### src/rtl/control_multicycle_if.sv
// ---------------------------------------------------------------------------
// control_multicycle_if
//   Bundle between the multi-cycle control FSM and the datapath/memory.
//   master : the control unit (drives strobes and mux selects, reads status)
//   slave  : the datapath side (drives opcode/zero/mem_ready, reads controls)
//
//   opcode      instr[6:0] from IR             (datapath -> control)
//   zero        ALU zero flag                  (datapath -> control)
//   mem_ready   memory finishes access         (memory   -> control)
//   mem_req, adr_src, ir_write, pc_write, mem_write, reg_write,
//   result_src, alu_src_a, alu_src_b, imm_src, alu_op  (control -> datapath)
//   state, instr_done, trap, trap_cause              (control status/debug)
// ---------------------------------------------------------------------------
interface control_multicycle_if;
  logic [6:0] opcode;
  logic       zero;
  logic       mem_ready;

  logic       mem_req;
  logic       adr_src;
  logic       ir_write;
  logic       pc_write;
  logic       mem_write;
  logic       reg_write;
  logic [1:0] result_src;
  logic [1:0] alu_src_a;
  logic [1:0] alu_src_b;
  logic [2:0] imm_src;
  logic [1:0] alu_op;
  logic [3:0] state;
  logic       instr_done;
  logic       trap;
  logic       trap_cause;

  modport master (
    input  opcode, zero, mem_ready,
    output mem_req, adr_src, ir_write, pc_write, mem_write, reg_write,
           result_src, alu_src_a, alu_src_b, imm_src, alu_op,
           state, instr_done, trap, trap_cause
  );

  modport slave (
    output opcode, zero, mem_ready,
    input  mem_req, adr_src, ir_write, pc_write, mem_write, reg_write,
           result_src, alu_src_a, alu_src_b, imm_src, alu_op,
           state, instr_done, trap, trap_cause
  );
endinterface

### src/rtl/control_multicycle_fsm.sv
// ---------------------------------------------------------------------------
// control_multicycle_fsm
//   Moore-style control unit for a shared-memory multi-cycle RISC-V datapath.
//   Sequences fetch/decode/execute/writeback, waits on a memory handshake
//   with a bounded wait counter, traps on illegal opcodes or memory timeout,
//   and pulses instr_done when an instruction retires.
//
//   Ports
//     clk    rising-edge clock
//     rst_n  asynchronous active-low reset
//     bus    control_multicycle_if.master (see interface for signal list)
//
//   Parameters
//     WAIT_W   width of the memory wait counter
//     TIMEOUT  wait cycles allowed per access before trapping; 0 disables
//              the timeout; must be < 2**WAIT_W
//
//   Build option
//     MC_CTRL_UTYPE_EN  when defined, lui/auipc execute through the UTYPE
//                       state; otherwise they trap as illegal opcodes.
// ---------------------------------------------------------------------------
module control_multicycle_fsm #(
  parameter int WAIT_W  = 4,
  parameter int TIMEOUT = 15
) (
  input  logic                 clk,
  input  logic                 rst_n,
  control_multicycle_if.master bus
);

  typedef enum logic [3:0] {
    S_FETCH    = 4'd0,
    S_DECODE   = 4'd1,
    S_MEMADR   = 4'd2,
    S_MEMREAD  = 4'd3,
    S_MEMWB    = 4'd4,
    S_MEMWRITE = 4'd5,
    S_EXECR    = 4'd6,
    S_EXECI    = 4'd7,
    S_ALUWB    = 4'd8,
    S_BEQ      = 4'd9,
    S_JAL      = 4'd10,
    S_TRAP     = 4'd11,
    S_UTYPE    = 4'd12
  } state_e;

  localparam logic [6:0] OP_LOAD   = 7'd3;
  localparam logic [6:0] OP_STORE  = 7'd35;
  localparam logic [6:0] OP_RTYPE  = 7'd51;
  localparam logic [6:0] OP_ITYPE  = 7'd19;
  localparam logic [6:0] OP_BRANCH = 7'd99;
  localparam logic [6:0] OP_JAL    = 7'd111;
  localparam logic [6:0] OP_LUI    = 7'd55;
  localparam logic [6:0] OP_AUIPC  = 7'd23;

  localparam logic [WAIT_W-1:0] TIMEOUT_V = WAIT_W'(TIMEOUT);
  localparam logic [WAIT_W-1:0] WAIT_MAX  = '1;

  state_e            state_q, state_d;
  logic [WAIT_W-1:0] wait_cnt_q, wait_cnt_d;
  logic              trap_cause_q, trap_cause_d;

  // Raw control values; strobes are gated by rst_n below.
  logic       mem_req_c, adr_src_c, ir_write_c, mem_write_c, reg_write_c;
  logic       pc_update_c, branch_c, instr_done_c, trap_c;
  logic [1:0] result_src_c, alu_src_a_c, alu_src_b_c, alu_op_c;
  logic [2:0] imm_src_c;
  logic       wait_state;
  logic       timed_out;

  // Timeout fires only while the access is still pending; a mem_ready in the
  // same cycle completes the access instead.
  assign wait_state = (state_q == S_FETCH) || (state_q == S_MEMREAD) ||
                      (state_q == S_MEMWRITE);
  assign timed_out  = (TIMEOUT != 0) && (wait_cnt_q == TIMEOUT_V) &&
                      !bus.mem_ready;

  // NOTE: every signal written here gets a default first, so no path through
  // the case statement can leave a value unassigned and infer a latch.
  always_comb begin
    state_d      = state_q;
    wait_cnt_d   = wait_cnt_q;
    trap_cause_d = trap_cause_q;
    mem_req_c    = 1'b0;
    adr_src_c    = 1'b0;
    ir_write_c   = 1'b0;
    mem_write_c  = 1'b0;
    reg_write_c  = 1'b0;
    pc_update_c  = 1'b0;
    branch_c     = 1'b0;
    instr_done_c = 1'b0;
    trap_c       = 1'b0;
    result_src_c = 2'b00;
    alu_src_a_c  = 2'b00;
    alu_src_b_c  = 2'b00;
    alu_op_c     = 2'b00;

    // Immediate format depends on the opcode alone, not on the state.
    case (bus.opcode)
      OP_STORE:         imm_src_c = 3'b001;
      OP_BRANCH:        imm_src_c = 3'b010;
      OP_JAL:           imm_src_c = 3'b011;
      OP_LUI, OP_AUIPC: imm_src_c = 3'b100;
      default:          imm_src_c = 3'b000;
    endcase

    case (state_q)
      S_FETCH: begin
        mem_req_c    = 1'b1;
        alu_src_b_c  = 2'b10;
        result_src_c = 2'b10;
        if (bus.mem_ready) begin
          ir_write_c  = 1'b1;
          pc_update_c = 1'b1;
          state_d     = S_DECODE;
        end else if (timed_out) begin
          state_d      = S_TRAP;
          trap_cause_d = 1'b1;
        end
      end
      S_DECODE: begin
        alu_src_a_c = 2'b01;
        alu_src_b_c = 2'b01;
        case (bus.opcode)
          OP_LOAD, OP_STORE: state_d = S_MEMADR;
          OP_RTYPE:          state_d = S_EXECR;
          OP_ITYPE:          state_d = S_EXECI;
          OP_BRANCH:         state_d = S_BEQ;
          OP_JAL:            state_d = S_JAL;
`ifdef MC_CTRL_UTYPE_EN
          OP_LUI, OP_AUIPC:  state_d = S_UTYPE;
`endif
          default: begin
            state_d      = S_TRAP;
            trap_cause_d = 1'b0;
          end
        endcase
      end
      S_MEMADR: begin
        alu_src_a_c = 2'b10;
        alu_src_b_c = 2'b01;
        if (bus.opcode == OP_LOAD)       state_d = S_MEMREAD;
        else if (bus.opcode == OP_STORE) state_d = S_MEMWRITE;
        else                             state_d = S_FETCH;
      end
      S_MEMREAD: begin
        mem_req_c = 1'b1;
        adr_src_c = 1'b1;
        if (bus.mem_ready) begin
          state_d = S_MEMWB;
        end else if (timed_out) begin
          state_d      = S_TRAP;
          trap_cause_d = 1'b1;
        end
      end
      S_MEMWB: begin
        result_src_c = 2'b01;
        reg_write_c  = 1'b1;
        instr_done_c = 1'b1;
        state_d      = S_FETCH;
      end
      S_MEMWRITE: begin
        // Write strobe is held for the whole access, including the ready cycle.
        mem_req_c   = 1'b1;
        adr_src_c   = 1'b1;
        mem_write_c = 1'b1;
        if (bus.mem_ready) begin
          instr_done_c = 1'b1;
          state_d      = S_FETCH;
        end else if (timed_out) begin
          state_d      = S_TRAP;
          trap_cause_d = 1'b1;
        end
      end
      S_EXECR: begin
        alu_src_a_c = 2'b10;
        alu_op_c    = 2'b10;
        state_d     = S_ALUWB;
      end
      S_EXECI: begin
        alu_src_a_c = 2'b10;
        alu_src_b_c = 2'b01;
        alu_op_c    = 2'b10;
        state_d     = S_ALUWB;
      end
      S_ALUWB: begin
        reg_write_c  = 1'b1;
        instr_done_c = 1'b1;
        state_d      = S_FETCH;
      end
      S_BEQ: begin
        alu_src_a_c  = 2'b10;
        alu_op_c     = 2'b01;
        branch_c     = 1'b1;
        instr_done_c = 1'b1;
        state_d      = S_FETCH;
      end
      S_JAL: begin
        // PC takes the target computed in DECODE; rd gets OldPC+4 in ALUWB.
        alu_src_a_c = 2'b01;
        alu_src_b_c = 2'b10;
        pc_update_c = 1'b1;
        state_d     = S_ALUWB;
      end
      S_TRAP: begin
        trap_c  = 1'b1;
        state_d = S_FETCH;
      end
`ifdef MC_CTRL_UTYPE_EN
      S_UTYPE: begin
        alu_src_a_c = (bus.opcode == OP_LUI) ? 2'b11 : 2'b01;
        alu_src_b_c = 2'b01;
        state_d     = S_ALUWB;
      end
`endif
      default: state_d = S_FETCH;
    endcase

    // Counter restarts whenever the state changes, so each access starts at 0.
    if (state_d != state_q) begin
      wait_cnt_d = '0;
    end else if (wait_state && !bus.mem_ready && (wait_cnt_q != WAIT_MAX)) begin
      wait_cnt_d = wait_cnt_q + 1'b1;
    end
  end

  // NOTE: state registers use non-blocking assignments so every flop samples
  // the pre-edge values computed above, independent of process ordering.
  always_ff @(posedge clk or negedge rst_n) begin
    if (!rst_n) begin
      state_q      <= S_FETCH;
      wait_cnt_q   <= '0;
      trap_cause_q <= 1'b0;
    end else begin
      state_q      <= state_d;
      wait_cnt_q   <= wait_cnt_d;
      trap_cause_q <= trap_cause_d;
    end
  end

  // Strobes are masked by rst_n so an asserted reset kills any in-flight
  // write immediately rather than at the next clock edge.
  assign bus.mem_req    = rst_n & mem_req_c;
  assign bus.ir_write   = rst_n & ir_write_c;
  assign bus.pc_write   = rst_n & (pc_update_c | (branch_c & bus.zero));
  assign bus.mem_write  = rst_n & mem_write_c;
  assign bus.reg_write  = rst_n & reg_write_c;
  assign bus.instr_done = rst_n & instr_done_c;
  assign bus.trap       = rst_n & trap_c;
  assign bus.adr_src    = adr_src_c;
  assign bus.result_src = result_src_c;
  assign bus.alu_src_a  = alu_src_a_c;
  assign bus.alu_src_b  = alu_src_b_c;
  assign bus.imm_src    = imm_src_c;
  assign bus.alu_op     = alu_op_c;
  assign bus.state      = state_q;
  assign bus.trap_cause = trap_cause_q;

endmodule

### src/flat_wrapper.sv
// flat-port wrapper written by rule: the top's interface ports become plain ports
module control_multicycle_fsm_flat 
#(
  parameter int WAIT_W  = 4,
  parameter int TIMEOUT = 15
)
  (clk, rst_n, bus_opcode, bus_zero, bus_mem_ready, bus_mem_req, bus_adr_src, bus_ir_write, bus_pc_write, bus_mem_write, bus_reg_write, bus_result_src, bus_alu_src_a, bus_alu_src_b, bus_imm_src, bus_alu_op, bus_state, bus_instr_done, bus_trap, bus_trap_cause);
  control_multicycle_if bus_i ();
  input  logic clk;
  input  logic rst_n;
  input wire logic [$bits(bus_i.opcode)-1:0] bus_opcode;
  input wire logic [$bits(bus_i.zero)-1:0] bus_zero;
  input wire logic [$bits(bus_i.mem_ready)-1:0] bus_mem_ready;
  output wire logic [$bits(bus_i.mem_req)-1:0] bus_mem_req;
  output wire logic [$bits(bus_i.adr_src)-1:0] bus_adr_src;
  output wire logic [$bits(bus_i.ir_write)-1:0] bus_ir_write;
  output wire logic [$bits(bus_i.pc_write)-1:0] bus_pc_write;
  output wire logic [$bits(bus_i.mem_write)-1:0] bus_mem_write;
  output wire logic [$bits(bus_i.reg_write)-1:0] bus_reg_write;
  output wire logic [$bits(bus_i.result_src)-1:0] bus_result_src;
  output wire logic [$bits(bus_i.alu_src_a)-1:0] bus_alu_src_a;
  output wire logic [$bits(bus_i.alu_src_b)-1:0] bus_alu_src_b;
  output wire logic [$bits(bus_i.imm_src)-1:0] bus_imm_src;
  output wire logic [$bits(bus_i.alu_op)-1:0] bus_alu_op;
  output wire logic [$bits(bus_i.state)-1:0] bus_state;
  output wire logic [$bits(bus_i.instr_done)-1:0] bus_instr_done;
  output wire logic [$bits(bus_i.trap)-1:0] bus_trap;
  output wire logic [$bits(bus_i.trap_cause)-1:0] bus_trap_cause;
  assign bus_i.opcode = bus_opcode;
  assign bus_i.zero = bus_zero;
  assign bus_i.mem_ready = bus_mem_ready;
  assign bus_mem_req = bus_i.mem_req;
  assign bus_adr_src = bus_i.adr_src;
  assign bus_ir_write = bus_i.ir_write;
  assign bus_pc_write = bus_i.pc_write;
  assign bus_mem_write = bus_i.mem_write;
  assign bus_reg_write = bus_i.reg_write;
  assign bus_result_src = bus_i.result_src;
  assign bus_alu_src_a = bus_i.alu_src_a;
  assign bus_alu_src_b = bus_i.alu_src_b;
  assign bus_imm_src = bus_i.imm_src;
  assign bus_alu_op = bus_i.alu_op;
  assign bus_state = bus_i.state;
  assign bus_instr_done = bus_i.instr_done;
  assign bus_trap = bus_i.trap;
  assign bus_trap_cause = bus_i.trap_cause;
  control_multicycle_fsm #(.WAIT_W(WAIT_W), .TIMEOUT(TIMEOUT)) u_core (.clk(clk), .rst_n(rst_n), .bus(bus_i));
endmodule
### config.mk
export PLATFORM = sky130hd
export DESIGN_NAME = control_multicycle_fsm_flat
export DESIGN_NICKNAME = d
export VERILOG_FILES = /design/src/rtl/control_multicycle_if.sv /design/src/rtl/control_multicycle_fsm.sv /design/src/flat_wrapper.sv
export SDC_FILE = /design/constraint.sdc
export NUM_CORES = 1
export LEC_CHECK = 0
export ABC_CLOCK_PERIOD_IN_PS = 2390
export BUFFER_PORTS_ARGS = -buffer_cell sky130_fd_sc_hd__buf_2
export CAP_MARGIN = 20
export CELL_PAD_IN_SITES_DETAIL_PLACEMENT = 0
export CELL_PAD_IN_SITES_GLOBAL_PLACEMENT = 2
export CORE_MARGIN = 5
export CORE_UTILIZATION = 28
export DETAILED_ROUTE_END_ITERATION = 8
export PLACE_DENSITY = 0.76
export REMOVE_ABC_BUFFERS = 1
export SLEW_MARGIN = 20
export SYNTH_ARGS = -nofsm -noshare
export SYNTH_HDL_FRONTEND = slang
export SYNTH_SLANG_ARGS = --single-unit
export TNS_END_PERCENT = 1
### constraint.sdc
create_clock -name clk -period 2.39 [get_ports clk]
set_clock_uncertainty 0.05 [all_clocks]
set_input_delay 0.1195 -clock clk [delete_from_list [all_inputs] [get_ports clk]]
set_output_delay 0.1195 -clock clk [all_outputs]
set_load 0.1 [all_outputs]
After elaboration in Yosys (flattened, before gate mapping)

Cells that the tools add are included.

Bits of input ports: 11
Bits in registers: 9
Word-level logic and storage cells: 90

Reduce and logical (&&, ||, !) cells: 23
Bitwise logic cells: 9
Muxes and demuxes: 29
Equal/unequal tests: 25
Add/sub/neg operators: 1

Operators by type and width:

| operator            | count |
|---|---|
| $mux 4              | 7 |
| $pmux 4 s6          | 1 |
| $eq 7x6->1 const B  | 3 |
| $eq 4x4->1 const B  | 5 |
| $pmux 4 s5          | 1 |
| $eq 4x3->1 const B  | 4 |
| $pmux 2 s2          | 4 |
| $eq 7x5->1 const B  | 2 |
| $eq 7x7->1 const B  | 2 |
| $reduce_or 2->1     | 7 |
| $pmux 3 s4          | 1 |
| $reduce_or 3->1     | 4 |
| $mux 1              | 11 |
| $and 1x1->1         | 8 |
| $eq 4x2->1 const B  | 2 |
| $eq 7x2->1 const B  | 1 |
| $pmux 1 s2          | 3 |
| $reduce_or 6->1     | 1 |
| $add 4x1->4 const B | 1 |
| $eq 4x1->1 const B  | 1 |
| $logic_not 4->1     | 1 |
| $ne 2x2->1 const B  | 2 |
| $ne 4x4->1          | 1 |
| $ne 4x4->1 const B  | 1 |
| 9 further kinds     | 13 |

Longest topological paths before layout

Word-level depth: 7
Gate-level depth with buffers: 7
Depth with buffers taken out: 6

Worst setup path after synthesis

OpenSTA, ideal clock, no wires.

Path kind: register to output
From: reg u_core.state_q[1] (netlist: u_core.bus.state[1])
To: out bus_ir_write
Slack: -2.920 ns
Cell stages (with the launch flop): 4
Buffers on the path: 1
Data required time: 2.220 ns
Arrival: 5.140 ns
Cell sequence: dfrtp_1 > buf_6 > nor4_1 > and3_1

Longest elaborated chain between the ends: 3

RTL lines:

| item                   | line                          | source |
|---|---|---|
| start, declared        | control_multicycle_fsm.sv:59  | `state_e state_q, state_d;` |
| start signal, assigned | control_multicycle_fsm.sv:235 | `state_q <= state_d;` |
| $logic_not 4->1        | control_multicycle_fsm.sv:107 | `case (state_q)` |
| $mux 1                 | control_multicycle_fsm.sv:107 |  |
| $and 1x1->1            | control_multicycle_fsm.sv:244 | `assign bus.ir_write = rst_n & ir_write_c;` |
| end, declared          | flat_wrapper.sv:16            | `output wire logic [$bits(bus_i.ir_write)-1:0] bus_ir_write;` |

No other way between the ends.

Final worst setup path

From: reg u_core.state_q[3] (netlist: u_core.bus.state[3])
To: out bus_pc_write

Longest elaborated chain between the ends: 5
Elaborated cells between the ends (all ways): 8
Those cells by class: eq/ne (2); mux (2); bitwise (3); reduce/logical (1)

RTL lines:

| item          | line                          | source |
|---|---|---|
| $eq 4x4->1    | control_multicycle_fsm.sv:107 |  |
| $mux 1        | control_multicycle_fsm.sv:107 |  |
| $and 1x1->1   | control_multicycle_fsm.sv:245 | `assign bus.pc_write = rst_n & (pc_update_c \| (branch_c & bus.zero));` |
| $or 1x1->1 *  | control_multicycle_fsm.sv:245 |  |
| $and 1x1->1 * | control_multicycle_fsm.sv:245 |  |
| end, declared | flat_wrapper.sv:17            | `output wire logic [$bits(bus_i.pc_write)-1:0] bus_pc_write;` |

Mark *: on every way between the ends. The rest lies on a longest branch, timed or not.

==> results.sh <==
export IMPL_critical_path_class="reg2out"
export IMPL_drive_gt1_share_pct=32.8
export IMPL_start_util_pct=29.5
export IMPL_place_gp_congestion=0.742
export IMPL_synth_edff_count=0
export IMPL_cts_root_buffer="clkbuf_8"
export IMPL_worstPathMaxFanout=15
export IMPL_ys_async_sr_fraction_pct=100
export IMPL_grt_max_degree=17
export IMPL_fin_crit_sh_pct=91.7
export IMPL_fp_dieW_um=72.9
export IMPL_maxSlewHeadroom_pct=67.5
export IMPL_finalNetCount=187
export IMPL_layout_common_cells="33 x buf_2, 16 x nor2_1, 9 x nor3_1"
export IMPL_flow_area_growth_from_synthesis_pct=21.9
export IMPL_yosysSeqAreaShare_pct=20.4
export IMPL_rsz0062_at_grt="no"
export IMPL_io_pins=35
export IMPL_synth_flop_cell="dfrtp_1"
export IMPL_io_buffers=34
export IMPL_via_per_inst=5.27
export IMPL_maxSlewViolCount=0
export IMPL_die_area_mm2=0.00531
export IMPL_drt_iter0_drc=75
export IMPL_fp_coreArea_mm2=0.00374
export IMPL_htree_num_levels=1
export IMPL_grt_pass1_vias=1078
export IMPL_vias=1171
export IMPL_path_clk_slew_ns=0.05
export IMPL_grt_overflow=0
export IMPL_multi_input_area_um2=777
export IMPL_numClockSinks=9
export IMPL_clock_path_buffers=2
export IMPL_ff_latch_area_um2=226
export IMPL_first_pass_iters=4
export IMPL_crit_path_end_kind="output pin"
export IMPL_hold_start="bus_opcode[5]"
export IMPL_hold_viol_final=0
export IMPL_drc_errors=0
export IMPL_cap_viol_max_count=0
export IMPL_antenna_left=0
export IMPL_crit_required_ns=2.22
export IMPL_worstMarginPinSlew_ns=0.488
export IMPL_cts_tree="built"
export IMPL_hpwl_um=2470
export IMPL_synth_cell_types=50
export IMPL_clk_latency_ns=0.23
export IMPL_place_area_mm2=0.00129
export IMPL_postSynthAreaPerCell_um2=7.79
export IMPL_post_cts_setup_buffers=0
export IMPL_worst_r2r_path_depth=5
export IMPL_hold_class="in2reg"
export IMPL_grt_first_pass_wirelength_um=5340
export IMPL_syn_instance_count=142
export IMPL_setup_viol=0
export IMPL_fmax_ghz=0.456
export IMPL_num_rows=22
export IMPL_numCtsBuffers=3
export IMPL_antenna_found_initial=0
export IMPL_synth_cell_area_mm2=0.00111
export IMPL_yosys_warnings=0
export IMPL_diodes=0
export IMPL_die_h_um=72.9
export IMPL_hold_end="u_core.bus.state[1]$_DFF_PN0_"
export IMPL_grt_use_total_pct=12.4
export IMPL_ys_ff_latch=9
export IMPL_final_area_mm2=0.00135
export IMPL_status="completed"
export IMPL_cp_data_arrival_time_ns=2.02
export IMPL_period_minus_slack_ns=2.19
export IMPL_fill_cells=432
export IMPL_r2r_start="u_core.bus.state[3]$_DFF_PN0_"
export IMPL_wl_um=3280
export IMPL_final_common_cell="buf_2"
export IMPL_timing_rr_end="u_core.wait_cnt_q[2]$_DFFE_PN0P_"
export IMPL_routedWlPerCell_um=14.8
export IMPL_r2r_setup_slack_ns=0.28
export IMPL_critPathLaunchType="flip-flop"
export IMPL_min_path_cells=3
[Yosys cell counts (2+ instances only)]
| cell type | number | area share (%) |
|---|---|---|
| xor2_1 | 4 | 3.2 |
| a21oi_1 | 8 | 3.6 |
| inv_1 | 3 | 1.0 |
| and3_1 | 5 | 2.8 |
| nand4bb_1 | 2 | 2.0 |
| o21ai_0 | 7 | 3.2 |
| o211ai_1 | 3 | 2.0 |
| buf_6 | 3 | 3.1 |
| a31oi_1 | 3 | 1.7 |
| nor4_1 | 3 | 1.7 |
| nand3b_1 | 2 | 1.4 |
| nor3_1 | 9 | 4.1 |
| dfrtp_1 | 9 | 20 |
| nand2b_1 | 3 | 1.7 |
| a211oi_1 | 3 | 2.0 |
| buf_4 | 5 | 3.4 |
| nand3_1 | 5 | 2.3 |
| nand2_1 | 8 | 2.7 |
| a211o_1 | 2 | 1.6 |
| nor3b_1 | 2 | 1.4 |
| nor2_1 | 16 | 5.4 |
| buf_2 | 2 | 0.91 |
| clkbuf_1 | 3 | 1.0 |
| or3_1 | 2 | 1.1 |
| nor2b_1 | 4 | 2.3 |
| nand4_1 | 2 | 1.1 |
[how the worst max path moves through the flow]
stage                                        from                               end  slack, ns  cells after the start
finish              u_core.bus.state[3]$_DFF_PN0_                      bus_pc_write       0.20                      6
detailed placement  u_core.bus.state[0]$_DFF_PN0_  u_core.wait_cnt_q[2]$_DFFE_PN0P_       0.23                      5
CTS                 u_core.bus.state[0]$_DFF_PN0_                       bus_mem_req      0.004                      5
global placement    u_core.bus.state[0]$_DFF_PN0_  u_core.wait_cnt_q[3]$_DFFE_PN0P_       0.28                      5
global route        u_core.bus.state[0]$_DFF_PN0_                       bus_mem_req       0.04                      5
floorplan           u_core.bus.state[1]$_DFF_PN0_                      bus_ir_write      -3.00                      2
[layout make-up]
class	instances	area share, %
clock buffer	3	3.06
clock inverter	1	0.371
inverter	3	0.835
multi-input combinational	117	57.6
sequential	9	16.8
tap	48	4.45
timing repair buffer	41	16.9
[per-stage QoR]
step / util (%) / setup TNS [ns] / worst slack, ns / hold WS (ns) / cells
global route: 36.0 / 0 / 0.0407 / 0.192 / 222
detailed placement: 34.4 / 0 / 0.227 / -0.0117 / 217
floorplan: - / -29.55 / -3.00 / -0.226 / 129
global placement: 34.4 / 0 / 0.284 / -0.0159 / 217
CTS: 35.9 / 0 / 0.00364 / 0.175 / 222
finish: 36.0 / 0 / 0.199 / 0.184 / 222
[worst max-delay path, stage by stage, from the launching register on]
cell and delay, ns:
dfrtp_1 0.55, buf_4 0.25, nor3b_1 0.19, a31oi_1 0.06, o21ai_0 0.15, and3_1 0.16
buf_2 0.42
[registers in the layout, indices dropped and copies added, names as in the netlist]
name                   count
u_core.wait_cnt_q          4
u_core.bus.state           4
u_core.bus.trap_cause      1
[kinds of logic (layout without fill, tap and decap cells)]
| logic type | after synthesis | after routing | synth area share, % |
|---|---|---|---|
| AOI/OAI and AO/OA | 35 | 35 | 22.9 |
| muxes | 1 | 1 | 0.905 |
| DFF | 9 | 9 | 20.4 |
| buffers and inverters | 16 | 48 | 9.39 |
| and+or+nand+nor | 75 | 75 | 41.4 |
| adders and majority gates | 1 | 1 | 1.13 |
| xor gates and xnor gates | 5 | 5 | 3.96 |
[timing repair]
| action | in CTS | in global routing |
|---|---|---|
| setup endpoints to repair | 0 | 2 |
| hold endpoints to repair | 9 | 0 |
| hold buffers | 1 | 0 |
| resized for setup | 0 | 2 |
[per-layer routing]
layer	track usage [%]	wire length [um]
met5	0	0
met2	20.0	1460
met3	3.44	201
met4	2.46	9
met1	16.4	1610
Power is left out: the tool's default activity adds up to more than one toggle a clock period on the data nets, which glitch-free logic cannot reach.
